**config.mk**
```make
export PLATFORM = sky130hd
export DESIGN_NAME = mux_select_arbiter_flat
export DESIGN_NICKNAME = d
export VERILOG_FILES = /design/src/rtl/mux_select_arbiter_pkg.sv /design/src/rtl/mux_select_arbiter_if.sv /design/src/rtl/mux_select_arbiter_src_hold_reg.sv /design/src/rtl/mux_select_arbiter.sv /design/src/flat_wrapper.sv
export SDC_FILE = /design/constraint.sdc
export NUM_CORES = 1
export LEC_CHECK = 0
export CORE_MARGIN = 2
export CORE_UTILIZATION = 37
export CTS_CLUSTER_SIZE = 30
export DETAILED_ROUTE_END_ITERATION = 10
export PLACE_DENSITY = 0.73
export SYNTH_ARGS = -nofsm -noshare
export SYNTH_HDL_FRONTEND = slang
export SYNTH_SLANG_ARGS = --single-unit
```
**constraint.sdc**
```tcl
create_clock -name clk -period 1.5 [get_ports clk]
set_input_delay 0.375 -clock clk [delete_from_list [all_inputs] [get_ports clk]]
set_output_delay 0.375 -clock clk [all_outputs]
set_load 0.02 [all_outputs]
```
**src/rtl/mux_select_arbiter_pkg.sv**
```systemverilog
// Shared types and constants for the quad 2-to-1 selector control stage.
// Holds the arbiter state encoding plus selector select/enable levels.
package mux_select_arbiter_pkg;

    typedef enum logic [1:0] {
        IDLE    = 2'd0,
        GRANT_A = 2'd1,
        GRANT_B = 2'd2
    } state_t;

    localparam logic SEL_A     = 1'b0;
    localparam logic SEL_B     = 1'b1;
    localparam logic EN_ACTIVE = 1'b0;
    localparam logic EN_OFF    = 1'b1;

    // Grant choice out of IDLE; a tie goes to the source not served last.
    function automatic state_t pick_grant(
        input logic a_full,
        input logic b_full,
        input logic last_grant
    );
        state_t res;
        res = IDLE;
        if (a_full && b_full) begin
            res = (last_grant == SEL_B) ? GRANT_A : GRANT_B;
        end else if (a_full) begin
            res = GRANT_A;
        end else if (b_full) begin
            res = GRANT_B;
        end
        return res;
    endfunction

endpackage

```
**src/rtl/mux_select_arbiter_if.sv**
```systemverilog
// Bundle between the two producers, the selector and the Y consumer.
// master drives the producer/consumer side, slave is the arbiter.
interface mux_select_arbiter_if #(
    parameter int WIDTH = 4
);
    logic [WIDTH-1:0] A_data;
    logic             A_valid;
    logic             A_ready;
    logic [WIDTH-1:0] B_data;
    logic             B_valid;
    logic             B_ready;
    logic [WIDTH-1:0] A_out;
    logic [WIDTH-1:0] B_out;
    logic             S;
    logic             E;
    logic             Y_valid;
    logic             Y_ready;

    modport master (
        output A_data, A_valid, B_data, B_valid, Y_ready,
        input  A_ready, B_ready, A_out, B_out, S, E, Y_valid
    );

    modport slave (
        input  A_data, A_valid, B_data, B_valid, Y_ready,
        output A_ready, B_ready, A_out, B_out, S, E, Y_valid
    );
endinterface

```
**src/rtl/mux_select_arbiter_src_hold_reg.sv**
```systemverilog
// One-entry valid/ready holding register feeding one selector input.
// The word stays frozen while full; clear empties it after a transfer.
module src_hold_reg #(
    parameter int WIDTH = 4
) (
    input  logic             clk,
    input  logic             reset,
    input  logic [WIDTH-1:0] data,
    input  logic             valid,
    output logic             ready,
    input  logic             clear,
    output logic [WIDTH-1:0] q,
    output logic             full
);

    assign ready = !full;

    // Accept only when empty, so a refill never coincides with a clear.
    always_ff @(posedge clk) begin
        if (reset) begin
            full <= 1'b0;
            q    <= '0;
        end else if (valid && !full) begin
            q    <= data;
            full <= 1'b1;
        end else if (clear) begin
            full <= 1'b0;
        end
    end

endmodule

```
**src/rtl/mux_select_arbiter.sv**
```systemverilog
// Round-robin control stage driving the quad 2-to-1 selector with enable.
// S, E and Y_valid are registered from the next arbiter state.
module mux_select_arbiter #(
    parameter int WIDTH = 4
) (
    input logic              clk,
    input logic              reset,
    mux_select_arbiter_if.slave bus
);
    import mux_select_arbiter_pkg::*;

    state_t state;
    state_t state_next;
    logic   last_grant;
    logic   a_full;
    logic   b_full;
    logic   a_clear;
    logic   b_clear;
    logic   sel;
    logic   en;
    logic   y_valid;

    src_hold_reg #(.WIDTH(WIDTH)) u_hold_a (
        .clk   (clk),
        .reset (reset),
        .data  (bus.A_data),
        .valid (bus.A_valid),
        .ready (bus.A_ready),
        .clear (a_clear),
        .q     (bus.A_out),
        .full  (a_full)
    );

    src_hold_reg #(.WIDTH(WIDTH)) u_hold_b (
        .clk   (clk),
        .reset (reset),
        .data  (bus.B_data),
        .valid (bus.B_valid),
        .ready (bus.B_ready),
        .clear (b_clear),
        .q     (bus.B_out),
        .full  (b_full)
    );

    assign a_clear = (state == GRANT_A) && bus.Y_ready;
    assign b_clear = (state == GRANT_B) && bus.Y_ready;

    // Flags are used as registered: a word landing this edge waits a cycle.
    always_comb begin
        state_next = state;
        unique case (state)
            IDLE: begin
                state_next = pick_grant(a_full, b_full, last_grant);
            end
            GRANT_A: begin
                if (bus.Y_ready) begin
                    state_next = b_full ? GRANT_B : IDLE;
                end
            end
            GRANT_B: begin
                if (bus.Y_ready) begin
                    state_next = a_full ? GRANT_A : IDLE;
                end
            end
            default: begin
                state_next = IDLE;
            end
        endcase
    end

    always_ff @(posedge clk) begin
        if (reset) begin
            state      <= IDLE;
            last_grant <= SEL_B;
            sel        <= SEL_A;
            en         <= EN_OFF;
            y_valid    <= 1'b0;
        end else begin
            state <= state_next;
            if (a_clear) begin
                last_grant <= SEL_A;
            end else if (b_clear) begin
                last_grant <= SEL_B;
            end
            en      <= (state_next == IDLE) ? EN_OFF : EN_ACTIVE;
            y_valid <= (state_next != IDLE);
            // S keeps its last value while idle.
            unique case (state_next)
                GRANT_A: sel <= SEL_A;
                GRANT_B: sel <= SEL_B;
                default: sel <= sel;
            endcase
        end
    end

    assign bus.S       = sel;
    assign bus.E       = en;
    assign bus.Y_valid = y_valid;

endmodule

```
**src/flat_wrapper.sv**
```systemverilog
// flat-port wrapper written by rule: the top's interface ports become plain ports
module mux_select_arbiter_flat import mux_select_arbiter_pkg::*;
#(
    parameter int WIDTH = 4
)
  (clk, reset, bus_A_data, bus_A_valid, bus_B_data, bus_B_valid, bus_Y_ready, bus_A_ready, bus_B_ready, bus_A_out, bus_B_out, bus_S, bus_E, bus_Y_valid);
  mux_select_arbiter_if #(.WIDTH(WIDTH)) bus_i ();
  input logic clk;
  input logic reset;
  input wire logic [$bits(bus_i.A_data)-1:0] bus_A_data;
  input wire logic [$bits(bus_i.A_valid)-1:0] bus_A_valid;
  input wire logic [$bits(bus_i.B_data)-1:0] bus_B_data;
  input wire logic [$bits(bus_i.B_valid)-1:0] bus_B_valid;
  input wire logic [$bits(bus_i.Y_ready)-1:0] bus_Y_ready;
  output wire logic [$bits(bus_i.A_ready)-1:0] bus_A_ready;
  output wire logic [$bits(bus_i.B_ready)-1:0] bus_B_ready;
  output wire logic [$bits(bus_i.A_out)-1:0] bus_A_out;
  output wire logic [$bits(bus_i.B_out)-1:0] bus_B_out;
  output wire logic [$bits(bus_i.S)-1:0] bus_S;
  output wire logic [$bits(bus_i.E)-1:0] bus_E;
  output wire logic [$bits(bus_i.Y_valid)-1:0] bus_Y_valid;
  assign bus_i.A_data = bus_A_data;
  assign bus_i.A_valid = bus_A_valid;
  assign bus_i.B_data = bus_B_data;
  assign bus_i.B_valid = bus_B_valid;
  assign bus_i.Y_ready = bus_Y_ready;
  assign bus_A_ready = bus_i.A_ready;
  assign bus_B_ready = bus_i.B_ready;
  assign bus_A_out = bus_i.A_out;
  assign bus_B_out = bus_i.B_out;
  assign bus_S = bus_i.S;
  assign bus_E = bus_i.E;
  assign bus_Y_valid = bus_i.Y_valid;
  mux_select_arbiter #(.WIDTH(WIDTH)) u_core (.clk(clk), .reset(reset), .bus(bus_i));
endmodule
```
==> impl_results.md <==
* DRC viols at 0
* Pre-Repair DR Iteration Count at 3
* Area occupied by multi-input gates at about 310 µm²
* # diodes at 0
* Fillers at 171
* Sink Count at 16
* Syn_area_per_cell at around 10 µm²
* Crit. End Element: flop
* Fmax at 0.7056 GHz
* Post-CTS setup buffers at 0
* Fin. max-slew vios at 0
* Post-Synthesis Cell Area at between 600 and 700 µm²
* Max Cap Viol at 0
* Adder-Cell Fraction of Synth Area at 0.05682
* Maximum vdd drop at 0.0008232 V
* CTS Buf Count at 3
* Final WL at 1.209 mm
* PortBufs at 25
* Crit Path Category: flop to flop
* Core Region at 1708 µm²
* Design area at just over 1000 µm²
* Ports at 26
* CTS tree: built
* Via density at 4.468
* Final hold viol count at 0
* Worst-Margin Slew at roughly 250 ps
* Worst-skew pair later-pin latency at 280 ps
* Post-route setup TNS at 0 ps
* DR iter-0 viols at 5
* Inst Count DP at approximately 120
* Clk pin slew, worst setup/hold paths at 80 ps
* Area grow syn2layout at 53.41%
* Compound-Gate Fraction of Synth Area at 0.08902
* RSZ-0062 raised after global routing: yes
* Placer Congestion at 0.6722
* Drt wl/cell at 9.595 µm
* Syn_nets at slightly above 80
* Top post-synthesis cells by area: dfxtp_1 48%, mux2i_1 17%, nor2_1 9.1%, ha_1 5.7%, o221ai_2 4.5%
* Crit-path max FO at 4
* Yosys Warn Count at 0
* Sequential fraction of the synthesis area at 0.4848
* Global-route wire length before repair at roughly 1.9 mm
* Area share of the largest cell type after synthesis at 0.4848
* Die Area at approximately 2100 µm²
* Simple-gate area share of the yosys netlist at 0.1629
* Largest net degree at the start of global routing at 9
* Worst rel slew slack at 0.8329
* Flop and latch count out of synthesis at 16
* Leakage at 0.4837 nW
* Final min period at ~1400 ps
* Post-Syn Instances at 66
* Number of global-route vias before repair at 487
* Die Y at 46.26 µm
* Fin crit share at 0.9448
* Yosys cell types at 17
* GRT Total Usage at 0.1263
* Main combinational cell family by area after synthesis: multiplexers
* Pwr per Cell Area at 954.2 nW/µm²
* CP Launch Type: flop
* Layout cells sized above 1 at 0.1881
* Maximum level of the CTS H-tree at 1
* Initial antenna violation count at 0
* Hpwl dp at 993.8 µm
* Multiplexer area fraction after synthesis at 0.1667
* Vias post-DR at 563
* Initial core utilization at 0.3868
* CP arrival at 1600 ps
* Max clock buf depth at 2
* Die width at 46.26 µm
* Root buf cell: clkbuf_4
* Final Non-Filler Cells at 126
* CTS Hold Buffers Added at 0
* Core Util, Final at 0.5934
* Total power at 0.9671 mW
* CP required at between 1500 and 2000 ps
* Total grt overflow at 0
* Post-DP Area at 1002 µm²
* XOR/XNOR share of the synthesized area at 0
* Row count at 15
* Status: finished clean
* Layout Nets at 119
* Hold WC Path Type: flop to flop
* Setup violators final at 0
* Register area at 322.8 µm²
* Cell taking the most area after synthesis: dfxtp_1
* Clk_skew at roughly 6.3 ps
* Antenna Nets Post-Route at 0
area by class of cell:
type | count | area share
Timing Repair Buffer | 35 | 0.3074
Inverter | 3 | 0.01111
Clock buffer | 3 | 0.02222
Tap cell | 25 | 0.03086
Sequential cell | 16 | 0.3185
Multi-Input combinational cell | 44 | 0.3099
routing by layer:
metal,share of wire,vias up,GRT usage
met5,0,-,0
met3,0.061,2,0.07059
met1,0.44,255,0.1507
li1,-,292,-
met2,0.49,14,0.1944
met4,0.0099,0,0.03429
stage by stage:
step | hold WS (ps) | setup slack [ps]
finish | 487.7 | 82.80
global route | 514.9 | -18.84
CTS | 495.5 | 37.41
detailed placement | 481.0 | -488.5
global placement | 473.1 | -421.6
floorplan | 447.1 | 107.2
synth_stat cells (all sizes together):
library cell,count
dfxtp,16
nor2,16
mux2i,11
ha,3
inv,3
nor2b,3
clkbuf,2
nand2,2
o221ai,2
or2,2
a211oi,1
a21oi,1
a311oi,1
buf,1
nand2b,1
o21bai,1
registers in the layout, indices dropped and copies added (netlist names):
name and flops:
u_core.bus.Y_valid 1, u_core.u_hold_a.full 1, u_core.u_hold_a.q 4, u_core.last_grant 1, u_core.u_hold_b.q 4, u_core.state 2, u_core.bus.E 1, u_core.bus.S 1
u_core.u_hold_b.full 1
path summary, 6_finish.rpt:
check                                       to  slack, ps  cells after the start                               from
max                  u_core.bus.S$_SDFFE_PP0P_         80                      7         u_core.state[0]$_SDFF_PP0_
min          u_core.u_hold_b.q[1]$_SDFFE_PP0P_        490                      2  u_core.u_hold_b.q[1]$_SDFFE_PP0P_
max reg2reg          u_core.bus.S$_SDFFE_PP0P_         80                      7         u_core.state[0]$_SDFF_PP0_
min reg2reg  u_core.u_hold_b.q[1]$_SDFFE_PP0P_        490                      2  u_core.u_hold_b.q[1]$_SDFFE_PP0P_
power breakdown:
group | switching (mW) | internal, mW
Combinational | 0.125 | 0.146
Sequential | 0.0219 | 0.463
Clock | 0.118 | 0.0930
Total | 0.265 | 0.702
worst max-delay path, stage by stage, from the launching register on:
cell and delay, ps:
dfxtp_1 340, or2_4 240, o221ai_2 200, buf_4 160
inv_1 30, ha_1 170, mux2i_1 140, nor2_1 50
repair_timing:
action,CTS,global route
setup endpoints to repair,15,2
resized for setup,14,3
gates cloned,0,0
pin swaps,0,1
endpoints found under the hold margin,0,0
cells in the final DEF (no fill, tap or decap), drive strengths merged:
master,synthesis,layout
clkdlybuf4s50,0,11
o21bai,1,1
inv,3,3
o221ai,2,2
nand2b,1,1
a21oi,1,1
nand2,2,2
dfxtp,16,16
ha,3,3
buf,1,10
mux2i,11,11
nor2b,3,3
dlygate4sd2,0,14
a211oi,1,1
nor2,16,16
clkbuf,2,3
or2,2,2
a311oi,1,1
kinds of logic after synthesis:
logic type | Yosys count
buf+inv | 6
flops | 16
mux | 11
compound gates | 6
simple gates | 24
fa+ha+maj | 3
(Power assumes the default switching activity.)
